## config.mk

```make
export PLATFORM = sky130hd
export DESIGN_NAME = ram_port_arbiter
export DESIGN_NICKNAME = d
export VERILOG_FILES = /design/src/rtl/ram_arb_pkg.sv /design/src/rtl/ram_arb_pick.sv /design/src/rtl/ram_port_arbiter.sv
export SDC_FILE = /design/constraint.sdc
export NUM_CORES = 1
export LEC_CHECK = 0
export CAP_MARGIN = 10
export CORE_ASPECT_RATIO = 0.6
export CORE_MARGIN = 4
export CORE_UTILIZATION = 41
export CTS_CLUSTER_DIAMETER = 120
export DETAILED_ROUTE_END_ITERATION = 10
export PLACE_DENSITY = 0.85
export SLEW_MARGIN = 20
export SYNTH_ARGS = -nofsm -noshare
export SYNTH_HDL_FRONTEND = slang
export SYNTH_SLANG_ARGS = --single-unit
```

## constraint.sdc

```tcl
create_clock -name clk -period 3.19 [get_ports clk]
set_input_delay 0.957 -clock clk [delete_from_list [all_inputs] [get_ports clk]]
set_output_delay 0.957 -clock clk [all_outputs]
set_load 0.005 [all_outputs]
```

## src/rtl/ram_arb_pkg.sv

```systemverilog
// Shared widths and FSM state encoding for the two-port RAM arbiter.
// Optional build macro: RAM_ARB_FIXED_PRIO_EN (see ram_arb_pick).
package ram_arb_pkg;

    localparam int ADDR_W = 5;
    localparam int DATA_W = 8;
    localparam int N_REQ  = 2;

    typedef enum logic [1:0] {
        IDLE   = 2'd0,
        ACCESS = 2'd1,
        RDATA  = 2'd2
    } state_e;

endpackage

```

## src/rtl/ram_arb_pick.sv

```systemverilog
// Combinational winner select for the RAM arbiter.
// RAM_ARB_FIXED_PRIO_EN: requester 0 wins ties; otherwise round-robin.
module ram_arb_pick
    import ram_arb_pkg::*;
(
    input  logic [N_REQ-1:0] req_i,
    input  logic             last_i,
    output logic             vld_o,
    output logic             win_o
);

    logic tie_win;

`ifdef RAM_ARB_FIXED_PRIO_EN
    logic unused_last;
    assign unused_last = last_i;
    assign tie_win     = 1'b0;
`else
    // The requester not granted last time takes the tie.
    assign tie_win = ~last_i;
`endif

    always_comb begin
        vld_o = |req_i;
        win_o = 1'b0;
        unique case (1'b1)
            (req_i == 2'b11): win_o = tie_win;
            (req_i == 2'b10): win_o = 1'b1;
            (req_i == 2'b01): win_o = 1'b0;
            default:          win_o = 1'b0;
        endcase
    end

endmodule

```

## src/rtl/ram_port_arbiter.sv

```systemverilog
// Two-requester arbiter in front of a single-port synchronous RAM.
// Build option RAM_ARB_FIXED_PRIO_EN selects fixed priority on ties.
module ram_port_arbiter
    import ram_arb_pkg::*;
(
    input  logic                    clk,
    input  logic                    reset,
    input  logic [N_REQ-1:0]        req,
    input  logic [N_REQ-1:0]        req_we,
    input  logic [N_REQ*ADDR_W-1:0] req_addr,
    input  logic [N_REQ*DATA_W-1:0] req_wdata,
    output logic [N_REQ-1:0]        gnt,
    output logic [N_REQ-1:0]        rd_valid,
    output logic [DATA_W-1:0]       rd_data,
    output logic                    busy,
    output logic [ADDR_W-1:0]       ram_address,
    output logic [DATA_W-1:0]       ram_data_in,
    output logic                    ram_write_enable,
    output logic                    ram_read_enable,
    input  logic [DATA_W-1:0]       ram_data_out
);

    state_e              state_q;
    logic                win_q;
    logic                we_q;
    logic                last_q;
    logic [N_REQ-1:0]    gnt_q;
    logic [N_REQ-1:0]    rd_valid_q;
    logic [DATA_W-1:0]   rd_data_q;
    logic                busy_q;
    logic [ADDR_W-1:0]   ram_addr_q;
    logic [DATA_W-1:0]   ram_din_q;
    logic                ram_we_q;
    logic                ram_re_q;

    logic                pick_vld;
    logic                pick_win;
    logic                we_d;
    logic [ADDR_W-1:0]   addr_d;
    logic [DATA_W-1:0]   wdata_d;

    ram_arb_pick u_pick (
        .req_i  (req),
        .last_i (last_q),
        .vld_o  (pick_vld),
        .win_o  (pick_win)
    );

    always_comb begin
        we_d    = req_we[pick_win];
        addr_d  = pick_win ? req_addr[2*ADDR_W-1:ADDR_W]
                           : req_addr[ADDR_W-1:0];
        wdata_d = pick_win ? req_wdata[2*DATA_W-1:DATA_W]
                           : req_wdata[DATA_W-1:0];
    end

    always_ff @(posedge clk) begin
        if (reset) begin
            state_q    <= IDLE;
            win_q      <= 1'b0;
            we_q       <= 1'b0;
            // Pointer at 1 so requester 0 wins the first tie.
            last_q     <= 1'b1;
            gnt_q      <= '0;
            rd_valid_q <= '0;
            rd_data_q  <= '0;
            busy_q     <= 1'b0;
            ram_addr_q <= '0;
            ram_din_q  <= '0;
            ram_we_q   <= 1'b0;
            ram_re_q   <= 1'b0;
        end else begin
            gnt_q      <= '0;
            rd_valid_q <= '0;
            ram_we_q   <= 1'b0;
            ram_re_q   <= 1'b0;
            unique case (state_q)
                IDLE: begin
                    if (pick_vld) begin
                        state_q         <= ACCESS;
                        busy_q          <= 1'b1;
                        win_q           <= pick_win;
                        we_q            <= we_d;
                        last_q          <= pick_win;
                        gnt_q[pick_win] <= 1'b1;
                        ram_addr_q      <= addr_d;
                        ram_din_q       <= wdata_d;
                        ram_we_q        <= we_d;
                        ram_re_q        <= ~we_d;
                    end else begin
                        busy_q <= 1'b0;
                    end
                end
                ACCESS: begin
                    if (we_q) begin
                        state_q <= IDLE;
                        busy_q  <= 1'b0;
                    end else begin
                        state_q <= RDATA;
                    end
                end
                RDATA: begin
                    rd_data_q         <= ram_data_out;
                    rd_valid_q[win_q] <= 1'b1;
                    state_q           <= IDLE;
                    busy_q            <= 1'b0;
                end
                default: begin
                    state_q <= IDLE;
                    busy_q  <= 1'b0;
                end
            endcase
        end
    end

    assign gnt              = gnt_q;
    assign rd_valid         = rd_valid_q;
    assign rd_data          = rd_data_q;
    assign busy             = busy_q;
    assign ram_address      = ram_addr_q;
    assign ram_data_in      = ram_din_q;
    assign ram_write_enable = ram_we_q;
    assign ram_read_enable  = ram_re_q;

endmodule

```

======== After elaboration in Yosys (flattened, before gate mapping) ========
Cells that the tools add are included.
cells by class
  order comparisons ....................... 4
  equal/unequal tests ..................... 6
  multiplexer cells ....................... 15
  bitwise gates (word level) .............. 5
  reduce and logical (&&, ||, !) cells .... 7
operator list
  cell                                                                           count
  8-bit two-way mux                                                              1
  2-bit == test (second input constant)                                          3
  1-bit two-way mux                                                              6
  5-bit two-way mux                                                              1
  1-bit NOT                                                                      5
  1-bit by 2-bit less-than comparator with 1-bit output (second input constant)  2
  2-bit two-way mux                                                              2
  2-bit inequality test (second input constant)                                  2
  1-bit one-hot mux with 2 select lines                                          2
  2-bit one-hot mux with 2 select lines                                          1
  2-bit OR reduction                                                             2
  3-bit OR reduction                                                             1
  1-bit demux with 1-bit select                                                  2
  2-bit by 1-bit == test with 1-bit output (second input constant)               1
  1-bit >= comparator (second input constant)                                    2
  1-bit logical AND                                                              2
  2-bit zero test                                                                1
  2-bit AND reduction                                                            1
word-level totals
  register bits ........................... 33
  input port bits ......................... 40
  output and inout bits ................... 28
  logic and storage cells ................. 49

======== Logic depth before layout (Yosys ltp) ========
Gate-level depths: netlist of run 1.
  depth after elaboration ................. 6
  mapped depth ............................ 5
  mapped depth without buffers ............ 4

======== Cells and area by module ========
Synthesis of run 1 repeated with hierarchy kept, for this count alone.
unflattened totals
  cell total of the unflattened synthesis .. 113
  area, all modules ....................... 1,191.1 um^2
by module, submodules not included
  module            times used  cells an instance  area an instance (um^2)  sequential area each (um^2)
  ram_port_arbiter  1           111                1,177.4                  660.6
  ram_arb_pick      1           2                  13.8                     0.0

======== Worst setup path after synthesis of run 1 ========
No wires, ideal clock.
  path type ............................... input to register
  from .................................... in req[1]
  to ...................................... reg ram_addr_q[0], in the netlist ram_address[0]
  setup time .............................. 0.118 ns
  arrival time ............................ 1.742 ns
  data required time ...................... 3.072 ns
  path slack .............................. 1.330 ns
  cell stages on the path ................. 5
  buffers on the path ..................... 2
  path through ............................ a21boi_0 -> buf_4 -> buf_6 -> mux2i_1 -> o2bb2ai_2
on the way
  longest elaborated chain between the ends .. 3
  elaborated cells between the ends (all ways) .. 6
ends and longest elaborated chain
  item                                     RTL line                                source
  start, declared                          ram_port_arbiter.sv:8                   input logic [N_REQ-1:0] req,
  2-bit == test, on equally long branches  ram_arb_pick.sv:28, ram_arb_pick.sv:27
  1-bit one-hot mux with 2 select lines    ram_arb_pick.sv:26                      unique case (1'b1)
  5-bit two-way mux                        ram_port_arbiter.sv:51                  addr_d = pick_win ? req_addr[2*ADDR_W-1:ADDR_W]
  end signal, assigned                     ram_port_arbiter.sv:86                  ram_addr_q <= addr_d;
  end, declared                            ram_port_arbiter.sv:31                  logic [ADDR_W-1:0] ram_addr_q;
Parallel ways exist; a longest one is shown, timed or not.
A chain may end at the register's enable or synchronous reset.

======== Worst setup path in the final report of run 1 ========
  from .................................... in req[0]
  to ...................................... reg win_q
on the way
  longest elaborated chain between the ends .. 2
  elaborated cells between the ends (all ways) .. 5
ends and longest elaborated chain
  item                                                                                 RTL line                source
  2-bit == test, or another cell as far along                                          ram_arb_pick.sv:28      (req_i == 2'b10): win_o = 1'b1;
  1-bit one-hot mux with 2 select lines / 2-bit AND reduction (equally long branches)  n/a
  end signal, assigned                                                                 ram_port_arbiter.sv:82  win_q <= pick_win;
  end, declared                                                                        ram_port_arbiter.sv:24  logic win_q;
Parallel ways exist; a longest one is shown, timed or not.

==> results of run 1 <==
[state kept, by name, indices dropped and copies added, names as in the netlist]
register,cells
win_q,1
gnt,2
ram_data_in,8
last_q,1
rd_data,8
ram_read_enable,1
rd_valid,2
we_q,1
busy,1
ram_write_enable,1
ram_address,5
state_q,2
[routing by layer]
| metal | vias up | share of wire | wire length [um] |
|---|---|---|---|
| li1 | 532 | - | - |
| met1 | 536 | 0.42 | 1450 |
| met2 | 31 | 0.51 | 1780 |
| met3 | 8 | 0.047 | 161 |
| met4 | 0 | 0.020 | 68 |
| met5 | - | 0 | 0 |
[logic make-up after synthesis]
family	synth area share
buf+inv	0.0622
simple gates	0.101
flops	0.530
mux	0.112
compound gates	0.194
[tightest hold or removal path: stages (launching register included)]
cell and delay (ns):
dfxtp_1 0.31, nand2_1 0.05, nand2_1 0.04
[power by group through the flow]
| stage | Sequential, uW | Clock, uW | Combinational (uW) |
|---|---|---|---|
| 5_1_grt | 468 | 371 | 201 |
| 3_5_place_dp | 472 | 0 | 187 |
| 2_1_floorplan | 472 | 0 | 76.7 |
| 4_1_cts | 465 | 347 | 188 |
| 3_3_place_gp | 472 | 0 | 181 |
| 6_report | 465 | 342 | 186 |
[cell type report]
cell class	instances	area (um^2)	area share
tap	42	52.6	0.0259
inverter	3	11.3	0.00555
sequential	33	661	0.325
clock buffer	7	96.3	0.0474
timing repair buffer	70	693	0.341
clock inverter	1	5.00	0.00246
multi-input combinational	69	512	0.252
[stage by stage]
stage | std cells | utilization | power (uW) | instance area [um^2]
after CTS | 225 | 0.703 | 1000 | 2030
after global routing | 225 | 0.703 | 1040 | 2030
final | 225 | 0.703 | 992 | 2030
after floorplan | 114 | - | 548 | 1250
after global placement | 217 | 0.668 | 653 | 1930
after detailed placement | 217 | 0.668 | 659 | 1930
[layout by cell type, fill, tap and decap left out, drive strengths merged]
cell type / count
a21boi: 1
a21oi: 8
a22o: 1
a22oi: 1
and2: 1
and2b: 1
buf: 3
clkbuf: 7
clkdlybuf4s50: 67
clkinv: 1
dfxtp: 33
inv: 3
mux2i: 14
nand2: 18
nand2b: 1
nor2: 3
nor3: 1
nor3b: 1
nor4b: 1
o21ba: 1
o21bai: 1
o2bb2ai: 14
or3: 1
[path summary, 6_finish.rpt]
path               from     to  cells past startpoint
max              req[0]  win_q                      5
min                busy   busy                      2
min reg2reg        busy   busy                      2
max reg2reg  state_q[0]  win_q                      4
==> flow_summary.yaml, run 1 <==
outcome:
  status: "finished, final reports clean"
sta:
  worst_pin_slew_ns: 0.816
  rsz0062_at_grt: "no"
  hold_violations: 0
  drv_slew: 0
  finalSetupViolCount: 0
  fin_skew_ns: 0.00556
  finalCritPeriodShare: 0.770
  tns_ns: 0
  fmax_ghz: 0.407
  period_needed_ns: 2.46
  slew_headroom: 0.456
  fin_ws_ns: 0.733
  timing.hold.ws_ns: 0.448
layout:
  num-fill-cells: 212
  fin_nets: 222
  antennaDiodeCount: 0
  area_growth_pct: 63.0
  drive_above_1_share: 0.109
yosys:
  synth.top_cell.area_share: 0.530
  synth-async-reset-ratio: 0
  syn-instance-count: 114
  ys_seq_area_frac: 0.530
  synth_warnings: 0
  synth_seq_cells: 33
  synthDistinctLibCells: 26
  synth_area_um2: 1250
  syn_nets: 154
  synth_flop_cell: "dfxtp_1"
  synth_edf_count: 0
  yosysMostFrequentCell: "dfxtp_1"
  avgSynthCellArea_um2: 10.9
  yosysTopAreaCell: "dfxtp_1"
  synth.area.top_cells: "dfxtp_1 (53%), mux2i_1 (11%), o2bb2ai_2 (7.2%)"
  ys_top_cells_by_count: "dfxtp_1 (33), nand2_1 (18), mux2i_1 (14), a21oi_1 (8), o2bb2ai_1 (8)"
power_and_ir_drop:
  share_comb_of_total_power: 0.187
  power_switching_uw: 236
  p_int_uw: 757
  powerDensity_nw_per_um2: 489
  p_clk_frac: 0.344
  leakagePower_uw: 0.000761
  switching_share: 0.237
  seq_power_share: 0.469
  vdd_drop_max_mv: 0.348
die:
  initial_core_util: 0.431
  die_width_um: 79.2
  fp-row-count: 15
  die_area_um2: 4010
  pin_count: 68
  core-area_um2: 2890
  fp.dieH_um: 50.7
grt:
  grt_use_met3: 0.0502
  first_global_vias: 1173
  overflow: 0
  grt_pass1_wl_um: 5770
  grt_use_met1: 0.228
  track_usage: 0.190
  met2_usage: 0.320
  grt_max_degree: 20
  gr-max-usage-layer: "met2"
  antenna_found_initial: 0
setup_path:
  worst-path-buf-inv: 2
  crit_arrival_ns: 2.64
  cp_cell_sequence: "clkdlybuf4s50_1, o21bai_1, or3_1, inv_2, a22o_1"
  path_max_fanout: 19
  reg2reg_slack_ns: 1.53
  critical_path_required_ns: 3.37
  crit_type: "input pin to register"
  path_delay_family: "simple AND/OR/NAND/NOR gates"
  slowest_delay_ns: 0.67
  worstSetupStartpointType: "input pin"
  endpoint_kind: "register"
  cp_slowest_cell: "or3_1"
clock_tree:
  cts_resized: 0
  clk_latency_ns: 0.28
  clock_path_buffers: 2
  cts_tree: "yes"
  htree_levels: 2
  cts_buffers: 5
  cts-root-buf: "clkbuf_8"
  cts_setup_buffers: 0
  cts_sinks: 33
  path_clk_slew_ns: 0.07
  cts_hold_buf: 0
placement:
  hpwl_um: 2550
  gp_congestion: 0.765
  place_ws_ns: 0.442
  port_buffers: 67
route:
  vias: 1107
  viasPerCell: 4.92
  drc: 0
  first_iter_violations: 33
  dr.pass1.iters: 4
  routed_wl_um: 3460
  drt-wirelength-per-cell_um: 15.4
  ant_nets: 0
worst_hold_path:
  hold_path_class: "register to register"
run:
  cap_violations: 0
Note: power is estimated with default switching activity, not from simulation.
==> run 2, diff against run 1 <==
--- a/config.mk
+++ b/config.mk
@@ -8,10 +8,10 @@
 export CAP_MARGIN = 10
 export CORE_ASPECT_RATIO = 0.6
 export CORE_MARGIN = 4
-export CORE_UTILIZATION = 41
+export CORE_UTILIZATION = 38
 export CTS_CLUSTER_DIAMETER = 120
 export DETAILED_ROUTE_END_ITERATION = 10
-export PLACE_DENSITY = 0.85
+export PLACE_DENSITY = 0.8
 export SLEW_MARGIN = 20
 export SYNTH_ARGS = -nofsm -noshare
 export SYNTH_HDL_FRONTEND = slang
==> constraint.sdc (replaced) <==
create_clock -name clk -period 2.6 [get_ports clk]
set_input_delay 0.78 -clock clk [delete_from_list [all_inputs] [get_ports clk]]
set_output_delay 0.78 -clock clk [all_outputs]
set_load 0.005 [all_outputs]
==> run 2 against run 1 <==
  * Die area increased by 6.9%
  * Count of clock-buffer cells in the layout unchanged
  * Via count shrank 2.5%
  * Clock power rose by 43%
  * Highest routed layer unchanged
  * First-iteration DRC count up 6.1%
  * Sequential power rose by 22%
  * Sequential share of layout area is 0.36 points lower
  * Wire length fell by 4.4%
==> flow_summary.yaml, run 2 (synthesis results as in run 1) <==
die:
  die_width_um: 81.9
  initial_core_util: 0.415
  fp.dieH_um: 52.4
  core-area_um2: 3000
  pin_count: 68
  fp-row-count: 15
  die_area_um2: 4290
layout:
  fin_nets: 223
  area_growth_pct: 64.8
  drive_above_1_share: 0.109
  final_area_um2: 2050
  num-fill-cells: 232
  mostFrequentLayoutCells: "clkdlybuf4s50_1 (67), dfxtp_1 (33), nand2_1 (18)"
  final_common_cell: "clkdlybuf4s50_1"
  antennaDiodeCount: 0
setup_path:
  cp_slowest_cell: "clkdlybuf4s50_1"
  crit_type: "register to primary output"
  path_max_fanout: 2
  path_delay_family: "buffers and inverters"
  reg2reg_depth: 4
  worstSetupStartpointType: "register"
  critical_path_depth: 1
  crit_arrival_ns: 1.17
  critical_path_required_ns: 1.82
  slowest_delay_ns: 0.54
  endpoint_kind: "primary output"
  cp_cell_sequence: "clkdlybuf4s50_1"
  worst-path-buf-inv: 1
route:
  drt-met1-wl_um: 1310
  dr.pass1.iters: 4
  vias: 1079
  drt-wirelength-per-cell_um: 14.6
  ant_nets: 0
  wl_met3_um: 213
  drc: 0
  top_layer_used: "met4"
  dr_wl_met2_um: 1670
  viasPerCell: 4.77
  routed_wl_um: 3310
  first_iter_violations: 35
grt:
  antenna_found_initial: 0
  track_usage: 0.170
  grt_max_degree: 19
  overflow: 0
  grt_pass1_wl_um: 5310
  first_global_vias: 1144
sta:
  slew_headroom: 0.704
  finalCritPeriodShare: 0.751
  fin_ws_ns: 0.647
  tns_ns: 0
  drv_slew: 0
  rsz0062_at_grt: "no"
  period_needed_ns: 1.95
  hold_violations: 0
  fin_skew_ns: 0.00466
  worst_pin_slew_ns: 0.438
  finalSetupViolCount: 0
  fmax_ghz: 0.512
clock_tree:
  cts_resized: 0
  cts-root-buf: "clkbuf_8"
  cts_buffers: 5
  cts_setup_buffers: 0
  htree_levels: 2
  path_clk_slew_ns: 0.07
  cts_hold_buf: 0
  cts_sinks: 33
  clock_path_buffers: 2
  clk_latency_ns: 0.29
  cts_tree: "yes"
power_and_ir_drop:
  p_clk_frac: 0.380
  power_switching_uw: 284
  seq_power_share: 0.442
  p_int_uw: 1000
  leakagePower_uw: 0.000769
  vdd_drop_max_mv: 0.359
  share_comb_of_total_power: 0.178
  powerDensity_nw_per_um2: 627
  switching_share: 0.221
placement:
  gp_congestion: 0.718
  place_area_um2: 1940
  place_ws_ns: 0.396
  hpwl_um: 2620
  port_buffers: 67
run:
  cap_violations: 0
worst_hold_path:
  hold_path_class: "register to register"
  hold_depth: 2
outcome:
  status: "finished, final reports clean"
-- run 2: cell type report --
class                   count  area (um^2)  area share
clock inverters             1         30.0      0.0146
well taps                  42         52.6      0.0256
flip-flops and latches     33          661       0.322
repair buffers             71          701       0.341
multi-input cells          69          512       0.249
clock buffers               7         86.3      0.0420
inverters                   3         11.3     0.00548
-- run 2: path summary, 6_finish.rpt --
check | from | endpoint | slack (ns)
worst min register to register | rd_data[5] | rd_data[5] | 0.46
worst max register to register | state_q[0] | ram_data_in[2] | 1.32
worst max-delay path | ram_address[0] | ram_address[0] | 0.65
worst min-delay path | rd_data[5] | rd_data[5] | 0.46
-- run 2: routing by layer --
| layer | GRT usage | up-vias |
|---|---|---|
| li1 | - | 531 |
| met1 | 0.182 | 498 |
| met2 | 0.299 | 40 |
| met3 | 0.0412 | 10 |
| met4 | 0.113 | 0 |
| met5 | 0 | - |
-- run 2: power groups by stage --
stage          Combinational, uW  Clock, uW  Sequential, uW
2_1_floorplan               94.1          0             579
3_3_place_gp                 226          0             578
3_5_place_dp                 231          0             579
4_1_cts                      233        500             569
5_1_grt                      247        517             574
6_report                     229        489             569
-- run 2: stage by stage --
step           cells  hold slack [ns]  utilization  power, uW
4_1_cts          226            0.458        0.684       1300
3_5_place_dp     218            0.448        0.645        810
3_3_place_gp     218            0.440        0.645        804
6_report         226            0.457        0.684       1290
5_1_grt          226            0.489        0.684       1340
2_1_floorplan    114            0.417            -        673
==> RTL change 1, RTL diff (config.mk and constraints of run 2) <==
The option `RAM_ARB_FIXED_PRIO_EN` is turned on by a define.
--- a/src/rtl/ram_arb_pick.sv
+++ b/src/rtl/ram_arb_pick.sv
@@ -1,5 +1,7 @@
 // Combinational winner select for the RAM arbiter.
 // RAM_ARB_FIXED_PRIO_EN: requester 0 wins ties; otherwise round-robin.
+`define RAM_ARB_FIXED_PRIO_EN
+
 module ram_arb_pick
     import ram_arb_pkg::*;
 (
Formal check against the unedited RTL: not equivalent (a bounded check fails within 4 cycles, from zero or initial values and one cycle with reset high).
==> RTL change 1 against run 2 <==
Count of clock-buffer cells in the layout unchanged. Final area down 4.2%. Sequential power decreased by 4.2%. Area after synthesis fell by 6.8%. Sequential cell count fell by 1. Highest routed layer unchanged. Setup slack got worse by 0.035 ns. Routed wire length decreased by 2.9%. Total power fell by 10%.
==> RTL change 1: results (changes against run 2) <==
Max Cap Viol=0 (unchanged); initial antenna violation count=0 (unchanged); Setup TNS Final=0 ns (unchanged); diodes inserted=0 (unchanged); Mapped Nets=150 (was 154); layout cells sized above 1=7.182% (was 10.87%); Slew HR=61.42% (was 70.39%); hold slack=0.4414 ns (was 0.4568 ns); Synth async-reset ratio=0% (unchanged); slowest stage cell, crit path=o31a_1 (was clkdlybuf4s50_1); Overall Global Routing Usage=16.82% (was 17.02%); Distinct cells, synth=21 (was 26); CTS-repair resized insts=0 (unchanged); switching share of power=22.61% (was 22.07%); Post-CTS Setup Bufs=0 (unchanged); status=complete, no violations (unchanged); flop-to-flop setup slack=1.27 ns (was 1.32 ns); CTS buffer count=5 (unchanged); global-route wire length before repair=5057 µm (was 5313 µm); Root Driver=clkbuf_8 (unchanged); Worst Path Arrival=2.22 ns (was 1.17 ns); port bufs=67 (unchanged); fillers=248 (was 232); GPL Wtd Cong=0.6910 (was 0.7180); sequential area share after synthesis=55.17% (was 53.01%); Worst path max stage delay=0.50 ns (was 0.54 ns); CTS clock-pin slew for the worst setup and hold paths=0.06 ns; DR iter-0 viols=35 (unchanged); vias in the first global route=1081 (was 1144); CP max FO=15 (was 2); Final nets=221 (was 223); main area contributors after synthesis=dfxtp_1 55%, mux2i_1 12%, o2bb2ai_1 11% (was dfxtp_1 53%, mux2i_1 11%, o2bb2ai_2 7.2%); CTS HTree Levels=2 (unchanged); synth warn=0 (unchanged); Clock Latency Late Sink=0.28 ns; Crit path max-delay family=buffers and inverters (unchanged); max-slew violations=0 (unchanged); clock skew=0.004679 ns (was 0.004659 ns); CTS Buffer Depth=2 (unchanged); Pre-antenna DRT Iters=4 (unchanged); placed instance area=1871 µm² (was 1937 µm²); WL/cell=14.39 µm (was 14.62 µm); DPL Wire Length=2501 µm (was 2621 µm); Hold WC Path Type=reg2reg (unchanged); largest net degree at the start of global routing=16 (was 19); Static Leakage=0.7337 nW (was 0.7695 nW); via count=1019 (was 1079); Row Count=15 (unchanged); VDD IR max=0.3460 mV (was 0.3590 mV); most frequent cells after synthesis=32 x dfxtp_1, 18 x nand2_1, 14 x mux2i_1, 14 x o2bb2ai_1, 8 x a21oi_1 (was 33 x dfxtp_1, 18 x nand2_1, 14 x mux2i_1)
==> RTL change 1: path summary, 6_finish.rpt <==
kind,start,to,cells after the start
max,reset,win_q,5
min,busy,busy,2
max reg2reg,state_q[1],ram_data_in[7],3
min reg2reg,busy,busy,2
==> RTL change 1: kinds of logic after synthesis <==
family	synth area share, %
AND/OR/NAND/NOR	11.96
flip-flops	55.17
AO/OA/AOI/OAI	15.52
multiplexers	12.07
buffers and inverters	5.279
==> RTL change 1: worst reg2reg max path: stages, from the launching register on <==
cell and delay [ns]:
dfxtp_1 0.34, or4_1 0.58, buf_4 0.20, o2bb2ai_1 0.14
==> RTL change 1: power by group through the flow <==
stage,Sequential (mW),Clock (mW),Combinational [mW]
after global routing,0.550,0.435,0.221
after global placement,0.555,0,0.200
final,0.545,0.408,0.204
after detailed placement,0.555,0,0.205
after CTS,0.545,0.414,0.206
after floorplan,0.556,0,0.0693
==> RTL change 1: layer usage <==
| metal | vias to the layer above | routed length (µm) | track usage, % |
|---|---|---|---|
| met4 | 0 | 42 | 7.714 |
| met3 | 7 | 302 | 7.746 |
| met1 | 450 | 1372 | 19.96 |
| met5 | - | 0 | 0 |
| met2 | 40 | 1493 | 26.12 |
| li1 | 522 | - | - |
==> RTL change 1: stage by stage <==
step           power (mW)  instances  setup WS [ns]  utilization (%)
2_1_floorplan      0.6257        110         0.9039                -
3_3_place_gp       0.7548        216         0.3343            64.72
3_5_place_dp       0.7601        216         0.3113            64.72
4_1_cts             1.166        223         0.5989            68.05
5_1_grt             1.206        223         0.4875            68.05
6_report            1.157        223         0.6115            68.05
==> RTL change 1: cell type report <==
type / instances / share of cell area [%]
timing repair buffer: 72 / 36.01
sequential: 32 / 32.57
multi-input combinational: 68 / 23.47
clock buffer: 7 / 4.898
tap: 42 / 2.672
inverter: 2 / 0.3817
==> RTL change 2, RTL diff (settings of run 2) <==
Without the edit above. Make the reset (`reset`) asynchronous in one clocked block.
--- a/src/rtl/ram_port_arbiter.sv
+++ b/src/rtl/ram_port_arbiter.sv
@@ -54,7 +54,7 @@
                            : req_wdata[DATA_W-1:0];
     end
 
-    always_ff @(posedge clk) begin
+    always_ff @(posedge clk or posedge reset) begin
         if (reset) begin
             state_q    <= IDLE;
             win_q      <= 1'b0;
Formal check against the unedited RTL: differs if reset is asserted again (counterexample within 4 cycles, from zero or initial values and one cycle with reset high); with reset held inactive, the same outputs for 10 cycles.
==> RTL change 2 against run 2 <==
Routed wire length up 9.7%. Sequential cell count stayed put. Critical endpoint is now ram_data_in[4]. Synthesized cell count grew 8.8%. Setup slack lost 0.013 ns. Cell count increased by 6.2%. Sequential share of layout area up 6.3 points. Area after synthesis increased by 9.7%. Final area rose by 4.7%.
Power is not compared: it rests on default switching activity, and its combinational part moved more than twofold at a synthesized area within 25%.
==> RTL change 2: results (changes against run 2) <==
CTS Buffer Depth=2 (unchanged); GPL Wtd Cong=0.8197 (was 0.7180); Hold WC Path Type=reg2reg (unchanged); FF-to-FF End=ram_data_in[4] (was ram_data_in[2]); DPL Wire Length=2822 µm (was 2621 µm); Synth async-reset ratio=100.0% (was 0%); Worst Path Arrival=2.16 ns (was 1.17 ns); flop-to-flop setup slack=1.24 ns (was 1.32 ns); port bufs=67 (unchanged); fillers=285 (was 232); Final nets=234 (was 223); multiplexer share of the synthesized area=7.319% (was 11.24%); hold slack=0.4553 ns (was 0.4568 ns); WL final=3627 µm (was 3305 µm); Overall Global Routing Usage=16.75% (was 17.02%); via count=1190 (was 1079); VDD IR max=0.4751 mV; critical path capture point type=flip-flop (was output pin); DP Worst Slack=0.3601 ns (was 0.3965 ns); CP max FO=11 (was 2); sequential area share after synthesis=60.48% (was 53.01%); main area contributors after synthesis=dfrtp_1 59%, nand2_1 7.7%, mux2_1 6.6% (was dfxtp_1 53%, mux2i_1 11%, o2bb2ai_2 7.2%); clock skew=0.002173 ns (was 0.004659 ns); final setup fails=0 (unchanged); diodes inserted=0 (unchanged); Synth Area in Adders=0% (unchanged); worst-margin pin slew=0.6175 ns (was 0.4380 ns); Cells on Worst Hold Path=1 (was 2); largest net degree at the start of global routing=28 (was 19); r2r startpoint=state_q[1] (was state_q[0]); global-route wire length before repair=5802 µm (was 5313 µm); layout cells sized above 1=7.179% (was 10.87%); Worst Hold End=state_q[1] (was rd_data[5]); Compound-Gate Fraction of Synth Area=14.36% (was 19.38%); Critical Path Source=req[0] (was ram_address[0]); most frequent cells after synthesis=32 x dfrtp_1, 28 x nand2_1, 16 x a21oi_1 (was 33 x dfxtp_1, 18 x nand2_1, 14 x mux2i_1); hold path start=we_q (was rd_data[5]); vias in the first global route=1197 (was 1144); DR iter-0 viols=57 (was 35); Worst path max stage delay=0.56 ns (was 0.54 ns); status=complete, no violations (unchanged); Mapped Nets=164 (was 154); Period minus WS final=1.966 ns (was 1.953 ns); Distinct cells, synth=22 (was 26)
RTL change 2: power by group:
part	leakage [nW]	internal (mW)	switching (mW)
registers	0.390	0.762	0.145
logic	0.478	0.574	0.410
clock network	0.0395	0.190	0.168
RTL change 2: area by class of cell:
| cell class | count | area (µm²) | area share, % |
|---|---|---|---|
| tap | 45 | 56.30 | 2.619 |
| multi-input combinational | 81 | 479.2 | 22.29 |
| inverter | 3 | 13.76 | 0.6403 |
| clock buffer | 8 | 80.08 | 3.725 |
| sequential | 33 | 827.0 | 38.47 |
| timing repair buffer | 70 | 693.2 | 32.25 |
RTL change 2: layer usage:
metal | GRT usage (%) | wire [µm] | vias up
met5 | 0 | 0 | -
met4 | 8.684 | 74 | 0
met3 | 5.564 | 343 | 9
met2 | 25.00 | 1562 | 64
met1 | 22.02 | 1646 | 552
li1 | - | - | 565
RTL change 2: stage by stage:
stage               instances  instance area (µm²)
floorplan                 124                 1368
global placement          232                 2069
detailed placement        232                 2069
CTS                       240                 2150
global route              240                 2150
finish                    240                 2150
